$ cat config.mk
export PLATFORM = sky130hd
export DESIGN_NAME = vga_fb_ctrl
export DESIGN_NICKNAME = d
export VERILOG_FILES = /design/src/rtl/vga_pkg.sv /design/src/rtl/vga_fb_arb.sv /design/src/rtl/vga_fb_ctrl.sv
export SDC_FILE = /design/constraint.sdc
export NUM_CORES = 1
export LEC_CHECK = 0
export ABC_AREA = 1
export CAP_MARGIN = 5
export CORE_MARGIN = 2
export CORE_UTILIZATION = 50
export DETAILED_ROUTE_END_ITERATION = 6
export PLACE_DENSITY_LB_ADDON = 0.1
export SLEW_MARGIN = 20
export SYNTH_ARGS = -nofsm -noshare
export SYNTH_HDL_FRONTEND = slang
export SYNTH_SLANG_ARGS = --single-unit
$ cat constraint.sdc
create_clock -name clk -period 2.8 [get_ports clk]
set_clock_uncertainty 0.15 [all_clocks]
set_input_delay 0.42 -clock clk [delete_from_list [all_inputs] [get_ports clk]]
set_output_delay 0.42 -clock clk [all_outputs]
set_load 0.02 [all_outputs]
$ cat src/rtl/vga_pkg.sv
// vga_pkg: shared constants and types for the VGA framebuffer write controller
package vga_pkg;
    localparam int FB_DEPTH = 49152;
    localparam int FB_AW = 16;
    localparam logic [3:0] REG_FILL_ADDR = 4'h0;
    localparam logic [3:0] REG_FILL_LEN = 4'h4;
    localparam logic [3:0] REG_FILL_COLOR = 4'h8;
    localparam logic [3:0] REG_CMD = 4'hC;
    typedef enum logic {ST_IDLE, ST_RUN} fill_st_t;
endpackage

$ cat src/rtl/vga_fb_arb.sv
// vga_fb_arb: 2-input round-robin grant for the shared framebuffer write port
// Ports: clk, rst; i_req_cpu/i_req_fill requests in; o_gnt_cpu/o_gnt_fill one-hot grants out
module vga_fb_arb (
    input  logic clk,
    input  logic rst,
    input  logic i_req_cpu,
    input  logic i_req_fill,
    output logic o_gnt_cpu,
    output logic o_gnt_fill
);
    import vga_pkg::*;
    // resets to "fill went last" so the CPU wins the first contended cycle
    logic r_last_fill;
    always_comb begin
        o_gnt_cpu = i_req_cpu && (!i_req_fill || r_last_fill);
        o_gnt_fill = i_req_fill && !o_gnt_cpu;
    end
    always_ff @(posedge clk) begin
        if (rst) r_last_fill <= 1'b1;
        else if (o_gnt_cpu || o_gnt_fill) r_last_fill <= o_gnt_fill;
    end
endmodule

$ cat src/rtl/vga_fb_ctrl.sv
// vga_fb_ctrl: iomem-to-BRAM framebuffer write controller with byte serialiser and fill engine
// Ports: clk, rst (sync, active high); iomem_* picosoc bus slave; fb_* registered BRAM port A;
// fill_busy fill engine running. Fill engine, FILL_* registers and arbiter exist only with
// VGA_FB_FILL_EN defined; otherwise the CPU owns the port and registers read 0.
module vga_fb_ctrl #(
    parameter logic [31:0] ADDR_BASE = 32'h0300_0000,
    parameter int FB_DEPTH = vga_pkg::FB_DEPTH,
    parameter int FB_AW = vga_pkg::FB_AW
) (
    input  logic             clk,
    input  logic             rst,
    input  logic             iomem_valid,
    output logic             iomem_ready,
    input  logic [3:0]       iomem_wstrb,
    input  logic [31:0]      iomem_addr,
    input  logic [31:0]      iomem_wdata,
    output logic [31:0]      iomem_rdata,
    output logic             fb_en,
    output logic             fb_we,
    output logic [FB_AW-1:0] fb_addr,
    output logic [7:0]       fb_din,
    output logic             fill_busy
);
    import vga_pkg::*;
    localparam logic [31:0] REG_BASE = ADDR_BASE + 32'h0001_0000;
    logic [31:0] w_off, w_data, w_reg_q;
    logic w_in_fb, w_in_reg, w_dec, w_req_cpu, w_gnt_cpu, w_gnt_fill;
    logic [3:0] w_lane_ok, w_mask, w_rem, w_mask_nxt;
    logic [1:0] w_lane;
    logic [FB_AW-3:0] w_word;
    logic [7:0] w_byte, w_fill_din;
    logic [FB_AW-1:0] w_fill_addr;
    logic [3:0] r_mask;
    logic [FB_AW-3:0] r_word;
    logic [31:0] r_wdata, r_rdata;
    logic r_ready;
    // r_mask holds the lanes still to write; nonzero means a store is in progress.
    // Lane 0 of a new store is offered to the arbiter straight from the bus in the decode cycle.
    always_comb begin
        w_off = iomem_addr - ADDR_BASE;
        w_in_fb = iomem_addr >= ADDR_BASE && w_off < 32'(FB_DEPTH);
        w_in_reg = iomem_addr[31:4] == REG_BASE[31:4];
        w_dec = iomem_valid && r_mask == 4'b0 && !r_ready && (w_in_fb || w_in_reg);
        for (int i = 0; i < 4; i++)
            w_lane_ok[i] = iomem_wstrb[i] && ({w_off[31:2], 2'b00} + 32'(i)) < 32'(FB_DEPTH);
        w_mask = |r_mask ? r_mask : (w_dec && w_in_fb ? w_lane_ok : 4'b0);
        w_lane = w_mask[0] ? 2'd0 : w_mask[1] ? 2'd1 : w_mask[2] ? 2'd2 : 2'd3;
        w_rem = w_mask & ~(4'b0001 << w_lane);
        w_req_cpu = |w_mask;
        w_word = |r_mask ? r_word : w_off[FB_AW-1:2];
        w_data = |r_mask ? r_wdata : iomem_wdata;
        w_byte = w_data[8*w_lane +: 8];
    end
    assign w_mask_nxt = w_gnt_cpu ? w_rem : w_mask;
    assign iomem_ready = r_ready;
    assign iomem_rdata = r_rdata;
    always_ff @(posedge clk) begin
        if (rst) begin
            r_mask <= '0;
            r_word <= '0;
            r_wdata <= '0;
            r_ready <= 1'b0;
            r_rdata <= '0;
            fb_en <= 1'b0;
            fb_we <= 1'b0;
            fb_addr <= '0;
            fb_din <= '0;
        end else begin
            r_mask <= w_mask_nxt;
            r_ready <= (w_dec || |r_mask) && w_mask_nxt == 4'b0;
            r_rdata <= (w_dec && w_in_reg && iomem_wstrb == 4'b0) ? w_reg_q : 32'b0;
            if (w_dec) begin
                r_word <= w_off[FB_AW-1:2];
                r_wdata <= iomem_wdata;
            end
            fb_en <= w_gnt_cpu || w_gnt_fill;
            fb_we <= w_gnt_cpu || w_gnt_fill;
            if (w_gnt_cpu || w_gnt_fill) begin
                fb_addr <= w_gnt_cpu ? {w_word, w_lane} : w_fill_addr;
                fb_din <= w_gnt_cpu ? w_byte : w_fill_din;
            end
        end
    end
`ifdef VGA_FB_FILL_EN
    fill_st_t r_state;
    logic [15:0] r_fill_addr, r_fill_len, r_cnt;
    logic [7:0] r_fill_color, r_col;
    logic [FB_AW-1:0] r_cur;
    logic r_done;
    logic [3:0] w_reg_off;
    logic w_reg_wr, w_start, w_last;
    vga_fb_arb u_arb (
        .clk(clk),
        .rst(rst),
        .i_req_cpu(w_req_cpu),
        .i_req_fill(r_state == ST_RUN),
        .o_gnt_cpu(w_gnt_cpu),
        .o_gnt_fill(w_gnt_fill)
    );
    assign w_reg_off = {iomem_addr[3:2], 2'b00};
    assign w_reg_wr = w_dec && w_in_reg && |iomem_wstrb;
    assign w_start = w_reg_wr && w_reg_off == REG_CMD && iomem_wdata[0];
    // stop on the last byte or before stepping past the end of the buffer
    assign w_last = r_cnt == 16'd1 || 32'(r_cur) + 32'd1 >= 32'(FB_DEPTH);
    assign w_fill_addr = r_cur;
    assign w_fill_din = r_col;
    assign fill_busy = r_state == ST_RUN;
    assign w_reg_q = w_reg_off == REG_FILL_ADDR ? {16'b0, r_fill_addr} :
                     w_reg_off == REG_FILL_LEN ? {16'b0, r_fill_len} :
                     w_reg_off == REG_FILL_COLOR ? {24'b0, r_fill_color} : {30'b0, r_done, fill_busy};
    always_ff @(posedge clk) begin
        if (rst) begin
            r_state <= ST_IDLE;
            r_fill_addr <= '0;
            r_fill_len <= '0;
            r_fill_color <= '0;
            r_cnt <= '0;
            r_col <= '0;
            r_cur <= '0;
            r_done <= 1'b0;
        end else begin
            if (w_reg_wr && w_reg_off == REG_FILL_ADDR) r_fill_addr <= iomem_wdata[15:0];
            if (w_reg_wr && w_reg_off == REG_FILL_LEN) r_fill_len <= iomem_wdata[15:0];
            if (w_reg_wr && w_reg_off == REG_FILL_COLOR) r_fill_color <= iomem_wdata[7:0];
            if (w_reg_wr && w_reg_off == REG_CMD) r_done <= 1'b0;
            if (r_state == ST_IDLE) begin
                if (w_start && r_fill_len != 16'd0) begin
                    r_state <= ST_RUN;
                    r_cur <= FB_AW'(r_fill_addr);
                    r_cnt <= r_fill_len;
                    r_col <= r_fill_color;
                end else if (w_start) r_done <= 1'b1;
            end else if (w_gnt_fill) begin
                r_cur <= r_cur + 1'b1;
                r_cnt <= r_cnt - 1'b1;
                if (w_last) begin
                    r_state <= ST_IDLE;
                    r_done <= 1'b1;
                end
            end
        end
    end
`else
    assign w_gnt_cpu = w_req_cpu;
    assign w_gnt_fill = 1'b0;
    assign w_fill_addr = '0;
    assign w_fill_din = '0;
    assign fill_busy = 1'b0;
    assign w_reg_q = '0;
`endif
endmodule

# Word-level counts from Yosys, hierarchy flattened
# Index checks and enable logic that the tools add are counted.
word_totals:
  register_bits: 76
  out_inout_bits: 60
  input_bits: 71
  latchBits: 0
  n_memories: 0
  wordCells: 47
  romBits: 0
  mem_bits_rw: 0
op_classes:
  div_mod_pow: 0
  muxes: 8
  reduce_logical: 17
  shifts: 2
  n_lt_le_gt_ge: 6
  n_eq_ne: 1
  multipliers: 0
  bitwise: 2
  add_sub_neg: 4
ops:
  columns: ["operator", "count"]
  rows:
  - ["32-bit by 16-bit < comparator with 1-bit output, second input constant", 5]
  - ["32-bit by 2-bit adder with 32-bit output, second input constant", 2]
  - ["32-bit by 1-bit adder with 32-bit output, second input constant", 1]
  - ["32-bit by 26-bit >= comparator with 1-bit output, second input constant", 1]
  - ["32-bit two-way mux", 1]
  - ["32-bit by 6-bit indexed part select with 8-bit output", 1]
  - ["32-bit by 26-bit subtractor with 32-bit output, second input constant", 1]
  - ["28-bit by 22-bit == test with 1-bit output, second input constant", 1]
  - ["14-bit two-way mux", 1]
  - ["4-bit two-way mux", 3]
  - ["1-bit logical AND", 10]
  - ["4-bit zero test", 2]
  - ["4-bit OR reduction", 2]
  - ["4-bit bitwise AND", 1]
  - ["2-bit two-way mux", 2]
  - ["4-bit inverter", 1]
  - ["1-bit by 2-bit left shift with 4-bit output, first input constant", 1]
  - ["1-bit logical OR", 2]
  - ["1-bit zero test", 1]
  - ["1-bit two-way mux", 1]

# Depth between registers and ports, before layout
# Gate-level depths: netlist of the first run.
logic_depth:
  depth_word: 17
  depth_mapped: 14
  depth_no_buf: 12

# Worst setup path after synthesis of the first run
# OpenSTA, ideal clock, no wires.
synth_timing:
  path_kind: "input to register"
  start: "in iomem_addr[29]"
  end: "reg fb_din[0]"
  arrival_ns: 1.559
  t_required_ns: 2.533
  setup_time_ns: 0.117
  path_stages: 14
  n_path_buf: 2
  setup_slack_ns: 0.973
  path_cell_list: "inv_1 -> nand2_1 -> nor2_1 -> nand3_2 -> nor2_4 -> nand2_1 -> nand2_2 -> nor2_4 -> buf_6 -> buf_6 -> nand3_1 -> nand2_1 -> nor2_1 -> nor2_1"
synth_between:
  elab_chain_len: 12
  elab_cells_between_ends: 26
  cone_classes: "4 x add/sub; 6 x order compare; 1 x eq/ne; 1 x shift; 5 x mux; 9 x reduce/logical"
synth_rtl:
  columns: ["element", "line_no", "text"]
  rows:
  - ["from (decl)", "vga_fb_ctrl.sv:15", "input logic [31:0] iomem_addr,"]
  - ["branches (longest 6 deep; another with 32-bit by 26-bit subtractor with 32-bit output)", null, null]
  - ["4-bit two-way mux (*) (2 in a row)", "vga_fb_ctrl.sv:46", "w_mask = |r_mask ? r_mask : (w_dec && w_in_fb ? w_lane_ok : 4'b0);"]
  - ["1-bit two-way mux", "vga_fb_ctrl.sv:47", "w_lane = w_mask[0] ? 2'd0 : w_mask[1] ? 2'd1 : w_mask[2] ? 2'd2 : 2'd3;"]
  - ["2-bit two-way mux (2 in a row)", "vga_fb_ctrl.sv:47", null]
  - ["32-bit by 6-bit indexed part select with 8-bit output", "vga_fb_ctrl.sv:52", "w_byte = w_data[8*w_lane +: 8];"]
  - ["to (signal assigned)", "vga_fb_ctrl.sv:80", "fb_din <= w_gnt_cpu ? w_byte : w_fill_din;"]
  - ["to (decl)", "vga_fb_ctrl.sv:21", "output logic [7:0] fb_din,"]
# Mark *: on every way between the ends.
# A chain may end at the register's enable or synchronous reset.

# Final worst setup path of the first run
layout_timing:
  start: "in iomem_addr[24]"
  end: "reg fb_din[5]"
# Same word-level chain as after synthesis.

==> metrics.txt, run 1 <==
status=completed; fill cell count=737; min-delay src=fb_addr[1]$_SDFFE_PP0N_; Required @ worst endpoint=2.94 ns; total CTS buffers=9; FP Rows=32; cell count of the worst reg-to-reg path=11; EDFF count, synth=0; asr flop ratio synth=0%; GP Congestion=0.821; Initial Util=51.9%; RR Startpoint=r_mask[0]$_SDFF_PP0_; crit-path max FO=19; DR iter-0 viols=140; clock slew seen by the registers of the worst setup and hold paths=0.09 ns; PortBufs=95; Lkg Pwr=2.23 nW; Resize count post-CTS=0; clock sinks=76; Total Routing Usage GR=22.3%; Setup TNS Final=0 ns; largest family of logic cells by synthesized area=simple AND/OR/NAND/NOR gates; path type of the worst setup path=in2reg; PD cells=456 nW/um^2; clk buf depth=2; max incr delay on CP=0.46 ns; max-cap viol count=0; sw frac=30.0%; global-route wire length before repair=16000 um; Pre-antenna DRT Iters=4; largest net degree at the start of global routing=54; crit-path cells=clkdlybuf4s50_1 -> nand2_1 -> nor2_1 -> nand3_2 -> nor2_4 -> nand2_1 -> nand2_1 -> nor2_1 -> nand2_2 -> buf_4 -> o21ai_0 -> nor2_1; CP top delay family=simple AND/OR/NAND/NOR gates; Worst Setup SP=iomem_addr[24]; hold endpoint=fb_addr[1]$_SDFFE_PP0N_; Buf/Inv on CP=2; syn avg cell area=6.68 um^2; Worst-Skew Late Latency=0.35 ns; register area share after synthesis=37.8%; register share of total power=48.3%; P&R area growth vs syn=26.0%; Hold WS=0.364 ns; RSZ-0062 raised after global routing=false; ys flop type=dfxtp_1; Post-Syn Instances=603; Syn Std Cell Area=4030 um^2; HP Class=reg2reg; Worst R2R End=fb_din[2]$_SDFFE_PP0N_; Final setup viols=0; CTS root buffer=clkbuf_8; leading area contributor after synthesis=dfxtp_1; most common cell after layout, fill and taps aside=o21ai_0; Slowest-stage cell, CP=clkdlybuf4s50_1; combinational share of power=16.8%; Vias per Instance=4.93; routed wire length=9660 um; die area=8790 um^2; Final min period=2.24 ns; vias in the first global route=3599; final std cells w/o fill=792; worst hold stages=2; antenna violations before repair=0; Yosys top cell area share=37.8%; most frequent cells in the layout=110 x o21ai_0, 95 x clkdlybuf4s50_1, 88 x nand2_1, 76 x dfxtp_1, 71 x inv_1; post-synthesis adder-cell area fraction=0%; final hold viol count=0; ant diodes=0; critical path arrival=2.38 ns; DRC viols=0; core area=7770 um^2; Clk pwr share=34.9%; simple-gate share of the synthesized area=22.4%; placed cell count=776; worst vdd ir=0.257 mV; dpl ws=0.207 ns; H-tree Lvls=3; wire length per cell=12.2 um; Die Y=93.8 um; count of pins over their slew limit=0; vias post-DR=3906; period utilization=79.9%; Post-Synth XOR/XNOR Area=0%; # Post-CTS Setup Buffers=0; Hold Buf Count CTS=0; DRT antenna net count=0; layout cells sized above 1=6.81%; CTS tree=yes; post-synthesis cell type count=27; synth top area cells=dfxtp_1 38%, o21ai_0 14%, nand2_1 8.2%; IO Pins=131; worst reg-to-reg setup slack=0.64 ns; YS warnings=0; GR Overflow Total=0; DP Wirelength=6860 um; critical path capture point type=flip-flop; Seq cells post-synth=76; internal power=1.62 mW; die width=93.8 um; post-synthesis compound-gate area fraction=21.3%; Psw=0.694 mW; mux share of post-synthesis cell area=0%; nets=756; FMAX=0.447 GHz; total power=2.31 mW; crit path launch type=primary input; final worst setup slack=0.563 ns
## synth_stat cells, types with 5 or more instances
cell type	instances
buf_4	37
clkbuf_1	13
inv_1	71
buf_6	5
dfxtp_1	76
o21ai_0	110
nor2_1	64
a21oi_1	49
nand3_1	37
inv_2	5
buf_2	12
o21ai_1	6
nand2_1	88
## power groups by stage
stage | Sequential, mW | Combinational, mW | Clock [mW]
after floorplan | 1.17 | 0.217 | 0
after global placement | 1.14 | 0.384 | 0
after detailed placement | 1.14 | 0.388 | 0
after CTS | 1.12 | 0.390 | 0.820
after global routing | 1.12 | 0.427 | 0.859
final | 1.12 | 0.389 | 0.807
## routing by layer
| layer | wire, um | up-vias | track usage [%] |
|---|---|---|---|
| li1 | - | 2026 | - |
| met1 | 4220 | 1749 | 28.1 |
| met2 | 4820 | 118 | 39.8 |
| met3 | 536 | 13 | 3.77 |
| met4 | 91 | 0 | 4.95 |
| met5 | 0 | - | 0 |
## cells by family (layout without fill, tap and decap cells)
family | Yosys count | count (layout)
other | 1 | 34
buffers and inverters | 147 | 201
AOI/OAI and AO/OA | 169 | 169
and+or+nand+nor | 210 | 210
DFF | 76 | 76
## metrics by stage
| stage | area (um^2) | util [%] |
|---|---|---|
| final | 5080 | 65.4 |
| after global routing | 5080 | 65.4 |
| after CTS | 5080 | 65.4 |
| after detailed placement | 4880 | 62.9 |
| after global placement | 4880 | 62.9 |
| after floorplan | 4150 | - |
## how the worst max path moves through the flow
stage | end | slack [ns] | cells after the start
floorplan | fb_din[0]$_SDFFE_PP0N_ | 0.97 | 14
global placement | fb_din[5]$_SDFFE_PP0N_ | 0.26 | 12
detailed placement | fb_din[5]$_SDFFE_PP0N_ | 0.21 | 12
CTS | fb_din[5]$_SDFFE_PP0N_ | 0.56 | 12
global route | fb_din[5]$_SDFFE_PP0N_ | 0.34 | 12
finish | fb_din[5]$_SDFFE_PP0N_ | 0.56 | 12
## flip-flops by register name, summed over array words and instances, names as in the netlist
signal,flops
fb_addr,16
fb_din,8
iomem_ready,1
fb_we,1
r_word,14
r_wdata,32
r_mask,4
## layout make-up
| type | instances | area, um^2 | area share, % |
|---|---|---|---|
| Multi-Input combinational cell | 413 | 1890 | 37.2 |
| Sequential cell | 76 | 1520 | 30.0 |
| Timing Repair Buffer | 107 | 1050 | 20.7 |
| Inverter | 78 | 293 | 5.77 |
| Tap cell | 102 | 128 | 2.51 |
| Clock buffer | 9 | 124 | 2.44 |
| Clock inverter | 7 | 68.8 | 1.36 |
## tightest hold or removal path, cell delays in order, from the launching register on
cell,delay [ns]
dfxtp_1,0.35
o211ai_1,0.10
inv_1,0.05
(Power assumes the default switching activity.)
==> run 2: changes to the inputs <==
- CORE_UTILIZATION: 50 -> 47
- clock period: 2.8 -> 2.2 ns (I/O delays scaled with it)
==> run 2 against run 1 <==
Against the previous run:
- global-route usage increased by 0.12 points
- flip-flop and latch count did not move
- register-to-register slack worse by 0.38 ns
- die area increased by 6.1%
- first-iteration DRC count rose by 40%
- combinational power up 33%
- design area increased by 3.7%
- power increased by 29%
- clock-buffer cell count stayed put
- utilization down 1.6 points
- critical path type unchanged
- sequential share of layout area decreased by 1.1 points
==> metrics.txt, run 2 (synthesis results as in run 1) <==
status=completed; Final min period=2.05 ns; CTS root buffer=clkbuf_8; die width=96.6 um; clock slew seen by the registers of the worst setup and hold paths=0.10 ns; DRT antenna net count=0; critical path arrival=2.16 ns; wire length per cell=12.3 um; GR Overflow Total=0; cell count of the worst reg-to-reg path=12; P&R area growth vs syn=30.7%; worst-margin pin slew=0.519 ns; most frequent cells in the layout=110 x o21ai_0, 95 x clkdlybuf4s50_1, 88 x nand2_1, 76 x dfxtp_1, 71 x inv_1; worst reg-to-reg setup slack=0.26 ns; FMAX=0.487 GHz; Max transition margin=65.4%; die area=9330 um^2; Worst path depth=12; Multi-input gate area=1890 um^2; Buf/Inv on CP=2; antenna violations before repair=0; dpl ws=-0.225 ns; FF+latch area=1520 um^2; Final setup viols=0; max-cap viol count=0; Pre-antenna DRT Iters=5; Hold Buf Count CTS=0; Worst-Skew Late Latency=0.36 ns; IO Pins=131; final std cells w/o fill=814; # Post-CTS Setup Buffers=0; layout cells sized above 1=9.45%; Total Routing Usage GR=22.4%; final worst setup slack=0.147 ns; placed cell count=798; DRC viols=0; RSZ-0062 raised after global routing=false; HP Class=reg2reg; Post-DP Area=5070 um^2; count of pins over their slew limit=0; H-tree Lvls=3; global-route wire length before repair=16400 um; largest net degree at the start of global routing=60; GP Congestion=0.903; Initial Util=48.8%; CTS tree=yes; clk buf depth=2; total CTS buffers=9; Finished Core Util=63.8%; Worst R2R End=fb_addr[2]$_SDFFE_PP0N_; fill cell count=785; crit path launch type=primary input; vias in the first global route=3720; nets=775; Critical Path End=fb_addr[2]$_SDFFE_PP0N_; CP top delay family=simple AND/OR/NAND/NOR gates; Die Y=96.6 um; most common cell after layout, fill and taps aside=o21ai_0; Top Registers=r_wdata (32), fb_addr (16), r_word (14); Slowest-stage cell, CP=clkdlybuf4s50_1; Resize count post-CTS=0; worst vdd ir=0.334 mV; DP Wirelength=7180 um; Vias per Instance=4.95; ant diodes=0; number of flip-flops in the largest register=32; crit-path cells=clkdlybuf4s50_1 -> nand2_1 -> nor2_1 -> nand2_1 -> nor2_1 -> nand3_1 -> nand2_2 -> nor2_4 -> nand2_2 -> inv_2 -> nor2_1 -> nor2_1; PortBufs=95; Top reg by flops=r_wdata; path type of the worst setup path=in2reg; DR iter-0 viols=196; Final Cell Area=5270 um^2; final hold viol count=0; Worst Setup SP=iomem_addr[24]; Lkg Pwr=2.33 nW; core area=8260 um^2; period utilization=93.3%; critical path capture point type=flip-flop; crit-path max FO=15; FP Rows=33; total power=2.97 mW; clock sinks=76; cell mode on critical path=nor2_1; routed wire length=9980 um; max incr delay on CP=0.45 ns; PD cells=565 nW/um^2; vias post-DR=4030; RR Startpoint=r_mask[2]$_SDFF_PP0_; Required @ worst endpoint=2.31 ns
[run 2: changes by cell type in the layout (fill, tap and decap cells not counted)]
cell	previous run	this run
clkinv_1	2	1
inv_8	1	2
buf_6	0	1
buf_12	1	4
buf_4	11	26
clkinv_4	1	2
clkinv_8	1	0
[run 2: power by group]
part | switching, mW | total (mW) | internal, mW
Clock | 0.594 | 1.03 | 0.437
Combinational | 0.282 | 0.518 | 0.236
Sequential | 0.0183 | 1.42 | 1.41
[run 2: metrics by stage]
stage                     hold slack (ns)  TNS, ns
after floorplan                     0.252        0
after global placement              0.328    -3.29
after detailed placement            0.337    -5.35
after CTS                           0.363        0
after global routing                0.363        0
final                               0.363        0
[run 2: worst min-delay path by stage]
stage                                 start                        to  cells after the start
floorplan                               rst      r_mask[1]$_SDFF_PP0_                      1
global placement    fb_addr[1]$_SDFFE_PP0N_   fb_addr[1]$_SDFFE_PP0N_                      2
detailed placement  fb_addr[1]$_SDFFE_PP0N_   fb_addr[1]$_SDFFE_PP0N_                      2
CTS                         iomem_wdata[31]  r_wdata[31]$_SDFFE_PP0P_                      3
global route                  iomem_addr[2]    r_word[0]$_SDFFE_PP0P_                      3
finish              fb_addr[1]$_SDFFE_PP0N_   fb_addr[1]$_SDFFE_PP0N_                      2
[run 2: per-layer routing]
layer	track usage (%)	up-vias	routed length (um)
met3	3.88	20	504
li1	-	2070	-
met5	0	-	0
met2	38.8	116	4900
met1	27.4	1824	4350
met4	9.62	0	225
[run 2: area by class of cell]
class | count | area share [%]
Timing Repair Buffer | 126 | 23.5
Clock buffer | 9 | 2.35
Sequential cell | 76 | 28.9
Tap cell | 105 | 2.50
Inverter | 78 | 5.63
Clock inverter | 7 | 1.24
Multi-Input combinational cell | 413 | 35.9
[run 2: worst register-to-register path: stages, from the launching register on]
cell	delay [ns]
dfxtp_1	0.33
nor2_2	0.12
nand2_2	0.12
inv_2	0.12
nand3_2	0.10
nor2_4	0.12
nand2_1	0.08
nand2_2	0.09
nor2_4	0.04
nand2_2	0.20
inv_2	0.18
nor2_1	0.14
nor2_1	0.07
